`config.mk`:
```
export PLATFORM = sky130hd
export DESIGN_NAME = adc_sample_averager_flat
export DESIGN_NICKNAME = d
export VERILOG_FILES = /design/src/rtl/adc_sample_averager_if.sv /design/src/rtl/adc_sample_averager.sv /design/src/flat_wrapper.sv
export SDC_FILE = /design/constraint.sdc
export NUM_CORES = 1
export LEC_CHECK = 0
export CAP_MARGIN = 20
export CORE_MARGIN = 4
export CORE_UTILIZATION = 45
export DETAILED_ROUTE_END_ITERATION = 10
export GPL_ROUTABILITY_DRIVEN = 1
export PLACE_DENSITY = 0.71
export SLEW_MARGIN = 5
export SYNTH_ARGS = -nofsm -noshare
export SYNTH_HDL_FRONTEND = slang
export SYNTH_SLANG_ARGS = --single-unit
```
`constraint.sdc`:
```
create_clock -name clk -period 3.4 [get_ports clk]
set_input_delay 0.34 -clock clk [delete_from_list [all_inputs] [get_ports clk]]
set_output_delay 0.34 -clock clk [all_outputs]
set_load 0.005 [all_outputs]
```
`src/rtl/adc_sample_averager_if.sv`:
```
// Sample-in / block-average-out bundle for adc_sample_averager.
// ADC_CAPTURE_PEAK_EN adds the min_o/max_o block extremes.
interface adc_sample_averager_if;
    logic [13:0] adc_d_i;
    logic        adc_otr_i;
    logic        en_i;
    logic        clr_i;
    logic [13:0] avg_o;
    logic        avg_valid_o;
    logic        avg_ready_i;
    logic [7:0]  otr_cnt_o;
    logic        drop_o;
`ifdef ADC_CAPTURE_PEAK_EN
    logic [13:0] min_o;
    logic [13:0] max_o;
`endif

    modport master (
        input  adc_d_i, adc_otr_i, en_i, clr_i, avg_ready_i,
        output avg_o, avg_valid_o, otr_cnt_o, drop_o
`ifdef ADC_CAPTURE_PEAK_EN
        , output min_o, max_o
`endif
    );

    modport slave (
        output adc_d_i, adc_otr_i, en_i, clr_i, avg_ready_i,
        input  avg_o, avg_valid_o, otr_cnt_o, drop_o
`ifdef ADC_CAPTURE_PEAK_EN
        , input min_o, max_o
`endif
    );
endinterface

```
`src/rtl/adc_sample_averager.sv`:
```
// ADC capture, offset-binary to two's complement with over-range clamp, and 2^LOG2_N block averaging.
// ADC_CAPTURE_PEAK_EN adds per-block signed min/max alongside the average.
module adc_sample_averager #(
    parameter int LOG2_N = 4
) (
    input  logic                  clk,
    input  logic                  rst,
    adc_sample_averager_if.master bus
);
    localparam int AW = 14 + LOG2_N;
    localparam int CW = (LOG2_N > 0) ? LOG2_N : 1;
    localparam logic [CW-1:0] CNT_LAST = CW'((1 << LOG2_N) - 1);

    // S1 is plain capture so it can live in the I/O cells; clr is applied from S2 on.
    logic [13:0]        s1_d_q, s1_d_d;
    logic               s1_otr_q, s1_otr_d;
    logic               s1_en_q, s1_en_d;
    logic signed [13:0] s2_s_q, s2_s_d;
    logic               s2_otr_q, s2_otr_d;
    logic               s2_en_q, s2_en_d;
    logic signed [AW-1:0] acc_q, acc_d;
    logic [CW-1:0]      cnt_q, cnt_d;
    logic [7:0]         otr_acc_q, otr_acc_d;
    logic [13:0]        res_avg_q, res_avg_d;
    logic [7:0]         res_otr_q, res_otr_d;
    logic               res_vld_q, res_vld_d;
    logic [13:0]        avg_q, avg_d;
    logic               avg_valid_q, avg_valid_d;
    logic [7:0]         otr_cnt_q, otr_cnt_d;
    logic               drop_q, drop_d;
    logic signed [AW-1:0] sum;
    logic [7:0]         otr_next;
    logic               blk_end;
`ifdef ADC_CAPTURE_PEAK_EN
    logic signed [13:0] run_min_q, run_min_d, run_max_q, run_max_d;
    logic signed [13:0] res_min_q, res_min_d, res_max_q, res_max_d;
    logic [13:0]        min_q, min_d, max_q, max_d;
    logic signed [13:0] blk_min, blk_max;
`endif

    always_comb begin
        s1_d_d      = bus.adc_d_i;
        s1_otr_d    = bus.adc_otr_i;
        s1_en_d     = bus.en_i;
        s2_otr_d    = s1_otr_q;
        s2_en_d     = s1_en_q & ~bus.clr_i;
        if (s1_otr_q)
            s2_s_d = s1_d_q[13] ? 14'sh1FFF : 14'sh2000;
        else
            s2_s_d = {~s1_d_q[13], s1_d_q[12:0]};

        acc_d       = acc_q;
        cnt_d       = cnt_q;
        otr_acc_d   = otr_acc_q;
        res_avg_d   = res_avg_q;
        res_otr_d   = res_otr_q;
        res_vld_d   = 1'b0;
        sum         = acc_q + AW'(s2_s_q);
        otr_next    = (s2_otr_q && otr_acc_q != 8'hFF) ? otr_acc_q + 8'd1 : otr_acc_q;
        blk_end     = (cnt_q == CNT_LAST);
`ifdef ADC_CAPTURE_PEAK_EN
        run_min_d   = run_min_q;
        run_max_d   = run_max_q;
        res_min_d   = res_min_q;
        res_max_d   = res_max_q;
        blk_min     = (cnt_q == '0 || s2_s_q < run_min_q) ? s2_s_q : run_min_q;
        blk_max     = (cnt_q == '0 || s2_s_q > run_max_q) ? s2_s_q : run_max_q;
`endif

        if (bus.clr_i) begin
            acc_d     = '0;
            cnt_d     = '0;
            otr_acc_d = '0;
`ifdef ADC_CAPTURE_PEAK_EN
            run_min_d = '0;
            run_max_d = '0;
`endif
        end else if (s2_en_q) begin
            if (blk_end) begin
                res_avg_d = 14'(sum >>> LOG2_N);
                res_otr_d = otr_next;
                res_vld_d = 1'b1;
                acc_d     = '0;
                cnt_d     = '0;
                otr_acc_d = '0;
`ifdef ADC_CAPTURE_PEAK_EN
                res_min_d = blk_min;
                res_max_d = blk_max;
                run_min_d = '0;
                run_max_d = '0;
`endif
            end else begin
                acc_d     = sum;
                cnt_d     = cnt_q + 1'b1;
                otr_acc_d = otr_next;
`ifdef ADC_CAPTURE_PEAK_EN
                run_min_d = blk_min;
                run_max_d = blk_max;
`endif
            end
        end

        avg_d       = avg_q;
        otr_cnt_d   = otr_cnt_q;
        avg_valid_d = avg_valid_q;
        drop_d      = drop_q;
`ifdef ADC_CAPTURE_PEAK_EN
        min_d       = min_q;
        max_d       = max_q;
`endif
        if (avg_valid_q && bus.avg_ready_i)
            avg_valid_d = 1'b0;
        // A result still in flight when clr arrives is treated as part of the flushed block.
        if (res_vld_q && !bus.clr_i) begin
            if (!avg_valid_q || bus.avg_ready_i) begin
                avg_d       = res_avg_q;
                otr_cnt_d   = res_otr_q;
                avg_valid_d = 1'b1;
`ifdef ADC_CAPTURE_PEAK_EN
                min_d       = res_min_q;
                max_d       = res_max_q;
`endif
            end else begin
                drop_d = 1'b1;
            end
        end
        if (bus.clr_i)
            drop_d = 1'b0;
    end

    always_ff @(posedge clk) begin
        if (rst) begin
            s1_d_q      <= '0;
            s1_otr_q    <= 1'b0;
            s1_en_q     <= 1'b0;
            s2_s_q      <= '0;
            s2_otr_q    <= 1'b0;
            s2_en_q     <= 1'b0;
            acc_q       <= '0;
            cnt_q       <= '0;
            otr_acc_q   <= '0;
            res_avg_q   <= '0;
            res_otr_q   <= '0;
            res_vld_q   <= 1'b0;
            avg_q       <= '0;
            avg_valid_q <= 1'b0;
            otr_cnt_q   <= '0;
            drop_q      <= 1'b0;
`ifdef ADC_CAPTURE_PEAK_EN
            run_min_q   <= '0;
            run_max_q   <= '0;
            res_min_q   <= '0;
            res_max_q   <= '0;
            min_q       <= '0;
            max_q       <= '0;
`endif
        end else begin
            s1_d_q      <= s1_d_d;
            s1_otr_q    <= s1_otr_d;
            s1_en_q     <= s1_en_d;
            s2_s_q      <= s2_s_d;
            s2_otr_q    <= s2_otr_d;
            s2_en_q     <= s2_en_d;
            acc_q       <= acc_d;
            cnt_q       <= cnt_d;
            otr_acc_q   <= otr_acc_d;
            res_avg_q   <= res_avg_d;
            res_otr_q   <= res_otr_d;
            res_vld_q   <= res_vld_d;
            avg_q       <= avg_d;
            avg_valid_q <= avg_valid_d;
            otr_cnt_q   <= otr_cnt_d;
            drop_q      <= drop_d;
`ifdef ADC_CAPTURE_PEAK_EN
            run_min_q   <= run_min_d;
            run_max_q   <= run_max_d;
            res_min_q   <= res_min_d;
            res_max_q   <= res_max_d;
            min_q       <= min_d;
            max_q       <= max_d;
`endif
        end
    end

    assign bus.avg_o       = avg_q;
    assign bus.avg_valid_o = avg_valid_q;
    assign bus.otr_cnt_o   = otr_cnt_q;
    assign bus.drop_o      = drop_q;
`ifdef ADC_CAPTURE_PEAK_EN
    assign bus.min_o       = min_q;
    assign bus.max_o       = max_q;
`endif
endmodule

```
`src/flat_wrapper.sv`:
```
// flat-port wrapper written by rule: the top's interface ports become plain ports
module adc_sample_averager_flat 
#(
    parameter int LOG2_N = 4
)
  (clk, rst, bus_adc_d_i, bus_adc_otr_i, bus_en_i, bus_clr_i, bus_avg_ready_i, bus_avg_o, bus_avg_valid_o, bus_otr_cnt_o, bus_drop_o);
  adc_sample_averager_if bus_i ();
  input  logic clk;
  input  logic rst;
  input wire logic [$bits(bus_i.adc_d_i)-1:0] bus_adc_d_i;
  input wire logic [$bits(bus_i.adc_otr_i)-1:0] bus_adc_otr_i;
  input wire logic [$bits(bus_i.en_i)-1:0] bus_en_i;
  input wire logic [$bits(bus_i.clr_i)-1:0] bus_clr_i;
  input wire logic [$bits(bus_i.avg_ready_i)-1:0] bus_avg_ready_i;
  output wire logic [$bits(bus_i.avg_o)-1:0] bus_avg_o;
  output wire logic [$bits(bus_i.avg_valid_o)-1:0] bus_avg_valid_o;
  output wire logic [$bits(bus_i.otr_cnt_o)-1:0] bus_otr_cnt_o;
  output wire logic [$bits(bus_i.drop_o)-1:0] bus_drop_o;
  assign bus_i.adc_d_i = bus_adc_d_i;
  assign bus_i.adc_otr_i = bus_adc_otr_i;
  assign bus_i.en_i = bus_en_i;
  assign bus_i.clr_i = bus_clr_i;
  assign bus_i.avg_ready_i = bus_avg_ready_i;
  assign bus_avg_o = bus_i.avg_o;
  assign bus_avg_valid_o = bus_i.avg_valid_o;
  assign bus_otr_cnt_o = bus_i.otr_cnt_o;
  assign bus_drop_o = bus_i.drop_o;
  adc_sample_averager #(.LOG2_N(LOG2_N)) u_core (.clk(clk), .rst(rst), .bus(bus_i));
endmodule
```
==> flow_summary.ini, run 1 <==
[status]
status = finished, final reports clean

[setup_path]
cp.arrival_ps = 2890
crit_path_cell_trace = ha_1 -> fa_1 -> a21o_1 -> a221oi_2 -> nor3_1 -> o211ai_1 -> mux2i_1 -> o2bb2ai_1
crit_type = register to register
startpoint_type = register
r2r_cells = 8
crit_slowest_cell = a221oi_2
r2r-start = u_core.acc_q[0]$_SDFFE_PP0P_
slowest_delay_ps = 410
cp_max_fo = 4
end_kind = register
rrSetupSlack_ps = 810
r2r_end = u_core.res_avg_q[10]$_SDFFE_PP0P_
cp.required_ps = 3700

[die]
dieArea_sq_um = 12140
row_count = 37
core_area_sq_um = 10230
die_height_um = 110.2
die_w_um = 110.2
top_level_ports = 44
start_util_pct = 45.91

[clock_tree]
numClockSinks = 109
clkTransAtPathRegs_ps = 100
clk_path_buf_depth = 2
clk_latency_ps = 370
clock-root-buffer = clkbuf_8
cts_tree = yes
cts_resized = 0
cts_htree_levels = 3
postCtsHoldBufs = 0
postCtsSetupBuffers = 0
numCtsBuffers = 9

[finish]
nets = 615
regArea_sq_um = 2182
mostFrequentLayoutCells = 109 x dfxtp_1, 85 x nand2_1, 66 x a21oi_1
layout_commonest_cell = dfxtp_1
drive_gt1_share_pct = 4.828
design_area_sq_um = 5431
multi_input_area_sq_um = 2399
fill_cells = 967
num_antenna_cells = 0
area_delta_synth_final_pct = 15.64
stdcell_count = 716

[sta]
fin_worst_skew_ps = 9.008
post-route-period-util_pct = 76.11
final.setup.tns_ps = 0
fmax_mhz = 386.5
finalWorstSetupSlack_ps = 812.4
timing.final.max_slew_violations = 0
rsz0062_at_grt = no
slew_headroom_pct = 49.07
setup_viol = 0
hold_violations = 0
fin_crit_ps = 2588
tightest_slew_ps = 763.9

[logic_synthesis]
synth-seq-cells = 109
synth_area_per_cell_sq_um = 8.618
syn_area_sq_um = 4697
async_reset_ff_share_pct = 0
yosysWarningCount = 0
yosysSeqAreaShare_pct = 46.46
synthCells = 545
synth_edf_count = 0
synth-main-ff-cell = dfxtp_1
syn-num-nets = 585
yosysUniqueCellTypes = 57

[drt]
detail-route-antenna-nets = 0
drtIter0Drc = 251
vias_per_cell = 5.307
num_vias = 3800
wire_per_inst_um = 13.34
firstDrtPassIters = 4
drc = 0
wirelength_um = 9550

[placement]
place_hpwl_um = 6864
dp_cells = 700
place_ws_ps = 874.3
port_buffers = 43
postPlaceCellArea_sq_um = 5221
place.gp.congestion = 0.8740

[pwr]
p_leak_nw = 1.984
powerDensity_nw_per_um2 = 412.6
vdd_drop_max_mv = 0.1833

[min_path]
hold_start = u_core.s1_d_q[13]$_SDFF_PP0_
worstHoldEndpoint = u_core.s2_s_q[13]$_SDFF_PP0_
hold_class = register to register
hold_depth = 1

[grt]
track_usage_pct = 16.91
antenna_found_initial = 0
grt_pass1_wl_um = 16280
grt_overflow_total = 0
grt_pass1_vias = 3432
grt_max_degree = 81

[run]
cap_viol_max_count = 0
area by class of cell:
class	instances	area share [%]
Clock buffer	11	2.787
Clock inverter	5	1.083
Tap cell	136	3.133
Multi-Input combinational cell	404	44.16
Sequential cell	109	40.18
Timing Repair Buffer	47	8.385
Inverter	4	0.2764
Yosys cell counts, types with 3 or more instances:
library cell	n	area, sq um
o31ai_1	8	60.06
clkbuf_1	25	93.84
o21ai_0	20	100.1
a31oi_1	3	18.77
nor3_1	12	60.06
xnor2_1	5	43.79
or3_1	7	43.79
nor2_1	41	153.9
nand2b_1	17	106.4
inv_1	3	11.26
nor2b_1	19	118.9
o21a_1	6	45.04
a21o_1	7	52.55
nand3_1	14	70.07
and2_1	3	18.77
ha_1	19	237.7
a22oi_1	8	60.06
dfxtp_1	109	2182
nand2_1	85	319.1
a21oi_1	66	330.3
a211oi_1	9	67.56
xor2_1	10	87.58
a32o_1	5	50.05
report_power, final:
group	internal (mW)	leakage [nW]	total, mW	switching (mW)
combinational	0.0542	0.998	0.119	0.0650
clock	0.381	0.102	0.812	0.432
sequential	1.30	0.885	1.31	0.0122
per-layer routing:
layer / vias up / share of wire [%] / track usage (%)
li1: 1992 / - / -
met1: 1721 / 48 / 22.37
met2: 74 / 44 / 27.73
met3: 13 / 5.7 / 2.737
met4: 0 / 1.7 / 6.508
met5: - / 0 / 0
registers in the layout, summed over array words and instances, names as in the netlist:
name and flops:
u_core.bus.avg_o 14, u_core.s1_en_q 1, u_core.s2_en_q 1, u_core.res_otr_q 8, u_core.res_avg_q 14, u_core.s2_s_q 14
u_core.acc_q 18, u_core.s2_otr_q 1, u_core.bus.otr_cnt_o 8, u_core.bus.drop_o 1, u_core.s1_d_q 14, u_core.otr_acc_q 8
u_core.cnt_q 4, u_core.res_vld_q 1, u_core.s1_otr_q 1, u_core.bus.avg_valid_o 1
logic make-up (layout without fill, tap and decap cells):
logic type | after synthesis | count (layout) | synth area share (%)
buffers and inverters | 32 | 67 | 2.584
DFF | 109 | 109 | 46.46
adders and majority gates | 20 | 20 | 5.488
muxes | 2 | 2 | 0.4262
xor gates and xnor gates | 15 | 15 | 2.797
AOI/OAI and AO/OA | 157 | 157 | 21.50
and+or+nand+nor | 210 | 210 | 20.75
worst max path at each step:
stage	to	from	slack, ps	depth (start not counted)
floorplan	u_core.acc_q[12]$_SDFFE_PP0P_	u_core.acc_q[0]$_SDFFE_PP0P_	1110	7
global placement	u_core.res_avg_q[12]$_SDFFE_PP0P_	u_core.acc_q[0]$_SDFFE_PP0P_	910	8
detailed placement	u_core.res_avg_q[12]$_SDFFE_PP0P_	u_core.acc_q[0]$_SDFFE_PP0P_	870	8
CTS	u_core.res_avg_q[10]$_SDFFE_PP0P_	u_core.acc_q[0]$_SDFFE_PP0P_	820	8
global route	u_core.res_avg_q[10]$_SDFFE_PP0P_	u_core.acc_q[0]$_SDFFE_PP0P_	600	8
finish	u_core.res_avg_q[10]$_SDFFE_PP0P_	u_core.acc_q[0]$_SDFFE_PP0P_	810	8
critical path, delay by kind of cell (launching register included):
family,cells,cell delay [ps]
simple gates,1,190
compound gates,4,1110
flops,1,330
mux,1,250
fa+ha+maj,2,630
metrics by stage:
stage	hold WS, ps	utilization [%]	power (mW)
4_1_cts	416.7	53.09	2.260
2_1_floorplan	392.4	-	1.416
3_5_place_dp	400.1	51.03	1.458
5_1_grt	445.8	53.09	2.325
6_report	415.2	53.09	2.241
3_3_place_gp	397.2	51.03	1.455
(Power assumes the default switching activity.)
==> run 2, diff against run 1 <==
PLACE_DENSITY = 0.74   (was 0.71)
clock period = 2.3 ns   (was 3.4 ns; I/O delays follow)
==> run 2 against run 1 <==
  * Combinational power rose by 65%
  * Wire length rose by 1.9%
  * Core utilization rose by 2.4 points
  * Sequential share of layout area fell by 1.7 points
  * Hold slack got worse by 200 ps
  * Register-to-register slack got worse by 790 ps
  * Via count rose by 3.7%
  * Non-clock buffer count rose by 22
  * Largest power group unchanged
==> flow_summary.ini, run 2 (synthesis gave the netlist of run 1 again) <==
[status]
status = finished, final reports clean

[die]
die_w_um = 110.2
die_height_um = 110.2
row_count = 37
top_level_ports = 44
dieArea_sq_um = 12140
core_area_sq_um = 10230
start_util_pct = 45.91

[placement]
postPlaceCellArea_sq_um = 5381
dp_cells = 718
place.gp.congestion = 0.8595
port_buffers = 43
place_ws_ps = -160.3
place_hpwl_um = 7075

[sta]
tightest_slew_ps = 539.7
rsz0062_at_grt = yes
setup_viol = 0
fin_crit_ps = 2280
finalWorstSetupSlack_ps = 20.37
timing.final.max_slew_violations = 0
fmax_mhz = 438.7
fin_worst_skew_ps = 10.16
slew_headroom_pct = 63.71
post-route-period-util_pct = 99.11
final.setup.tns_ps = 0
whs_ps = 211.6
hold_violations = 0

[grt]
grt_overflow_total = 0
grt_max_degree = 37
track_usage_pct = 16.99
grt_pass1_wl_um = 16660
antenna_found_initial = 0
grt_pass1_vias = 3618

[clock_tree]
numClockSinks = 109
numCtsBuffers = 9
clkTransAtPathRegs_ps = 110
clock-root-buffer = clkbuf_8
cts_htree_levels = 3
clk_path_buf_depth = 2
clk_latency_ps = 360
cts_tree = yes

[setup_path]
end_kind = register
cp.required_ps = 2560
cp.arrival_ps = 2540
crit_type = register to register
startpoint_type = register
cp_max_fo = 4

[pwr]
combPwrFrac_pct = 6.1
switching_share_pct = 23.62
clockPowerShare_pct = 33.3
seqPwrFrac_pct = 60.6
power_switching_uw = 754.7
powerDensity_nw_per_um2 = 563.1
p_leak_nw = 2.100
power.total_mw = 3.195
p_int_mw = 2.441
vdd_drop_max_mv = 0.2955

[finish]
finish.utilization_pct = 55.46
mostFrequentLayoutCells = 106 x dfxtp_1, 85 x nand2_1, 63 x a21oi_1
regArea_sq_um = 2186
layout_commonest_cell = dfxtp_1
num_antenna_cells = 0
stdcell_count = 738
nets = 637
drive_gt1_share_pct = 10.30
fill_cells = 921
multi_input_area_sq_um = 2472
largest_reg_flops = 18
design_area_sq_um = 5674
area_delta_synth_final_pct = 20.80
regMostFlops = u_core.acc_q

[drt]
detail-route-antenna-nets = 0
vias_per_cell = 5.337
wire_per_inst_um = 13.19
drtIter0Drc = 296
firstDrtPassIters = 5
wirelength_um = 9732
drc = 0
num_vias = 3939

[min_path]
hold_class = input pin to register

[run]
cap_viol_max_count = 0
## run 2: routing by layer
layer / track usage (%) / vias to the layer above / part of all wire [%] / wire [um]
li1: - / 2032 / - / -
met1: 22.86 / 1767 / 48 / 4707
met2: 27.38 / 126 / 44 / 4272
met3: 3.553 / 14 / 6.4 / 618
met4: 5.365 / 0 / 1.4 / 134
met5: 0 / - / 0 / 0
## run 2: final timing paths
path / from / endpoint / cells after the start / slack (ps)
worst max-delay path: u_core.acc_q[0]$_SDFFE_PP0P_ / u_core.acc_q[12]$_SDFFE_PP0P_ / 7 / 20
worst min-delay path: rst / u_core.res_otr_q[2]$_SDFFE_PP0P_ / 2 / 210
worst max register to register: u_core.acc_q[0]$_SDFFE_PP0P_ / u_core.acc_q[12]$_SDFFE_PP0P_ / 7 / 20
worst min register to register: u_core.s1_d_q[13]$_SDFF_PP0_ / u_core.s2_s_q[13]$_SDFF_PP0_ / 1 / 410
## run 2: area by class of cell
cell class,instances,share of cell area (%)
Tap cell,136,2.999
Clock buffer,10,2.426
Sequential cell,109,38.52
Clock inverter,6,0.8379
Multi-Input combinational cell,404,43.57
Timing Repair Buffer,69,11.38
Inverter,4,0.2646
## run 2: what timing repair did
action	in CTS	in global routing
endpoints found under the setup margin	9	15
resized for setup	6	10
hold buffers	0	0
pin swaps	6	8
buffers inserted	2	2
cloned	0	0
## run 2: worst max-delay path, cell delays in order (launching register included)
cell	delay, ps
dfxtp_2	350
ha_4	160
fa_2	340
a21o_1	230
a221oi_4	390
nor3_4	80
or3_1	400
a32o_1	250
## run 2: power by group through the flow
stage | Sequential [mW] | Combinational [mW] | Clock (mW)
floorplan | 1.97 | 0.121 | 0
global placement | 1.98 | 0.187 | 0
detailed placement | 1.98 | 0.191 | 0
CTS | 1.94 | 0.194 | 1.10
global route | 1.94 | 0.218 | 1.16
finish | 1.94 | 0.196 | 1.06
==> run 3, diff against run 2 <==
ABC_CLOCK_PERIOD_IN_PS = 2300   (was default)
CTS_CLUSTER_DIAMETER = 200   (was default)
==> results of run 3 <==
Final layout, timing and power as in run 2 (identical DEF).
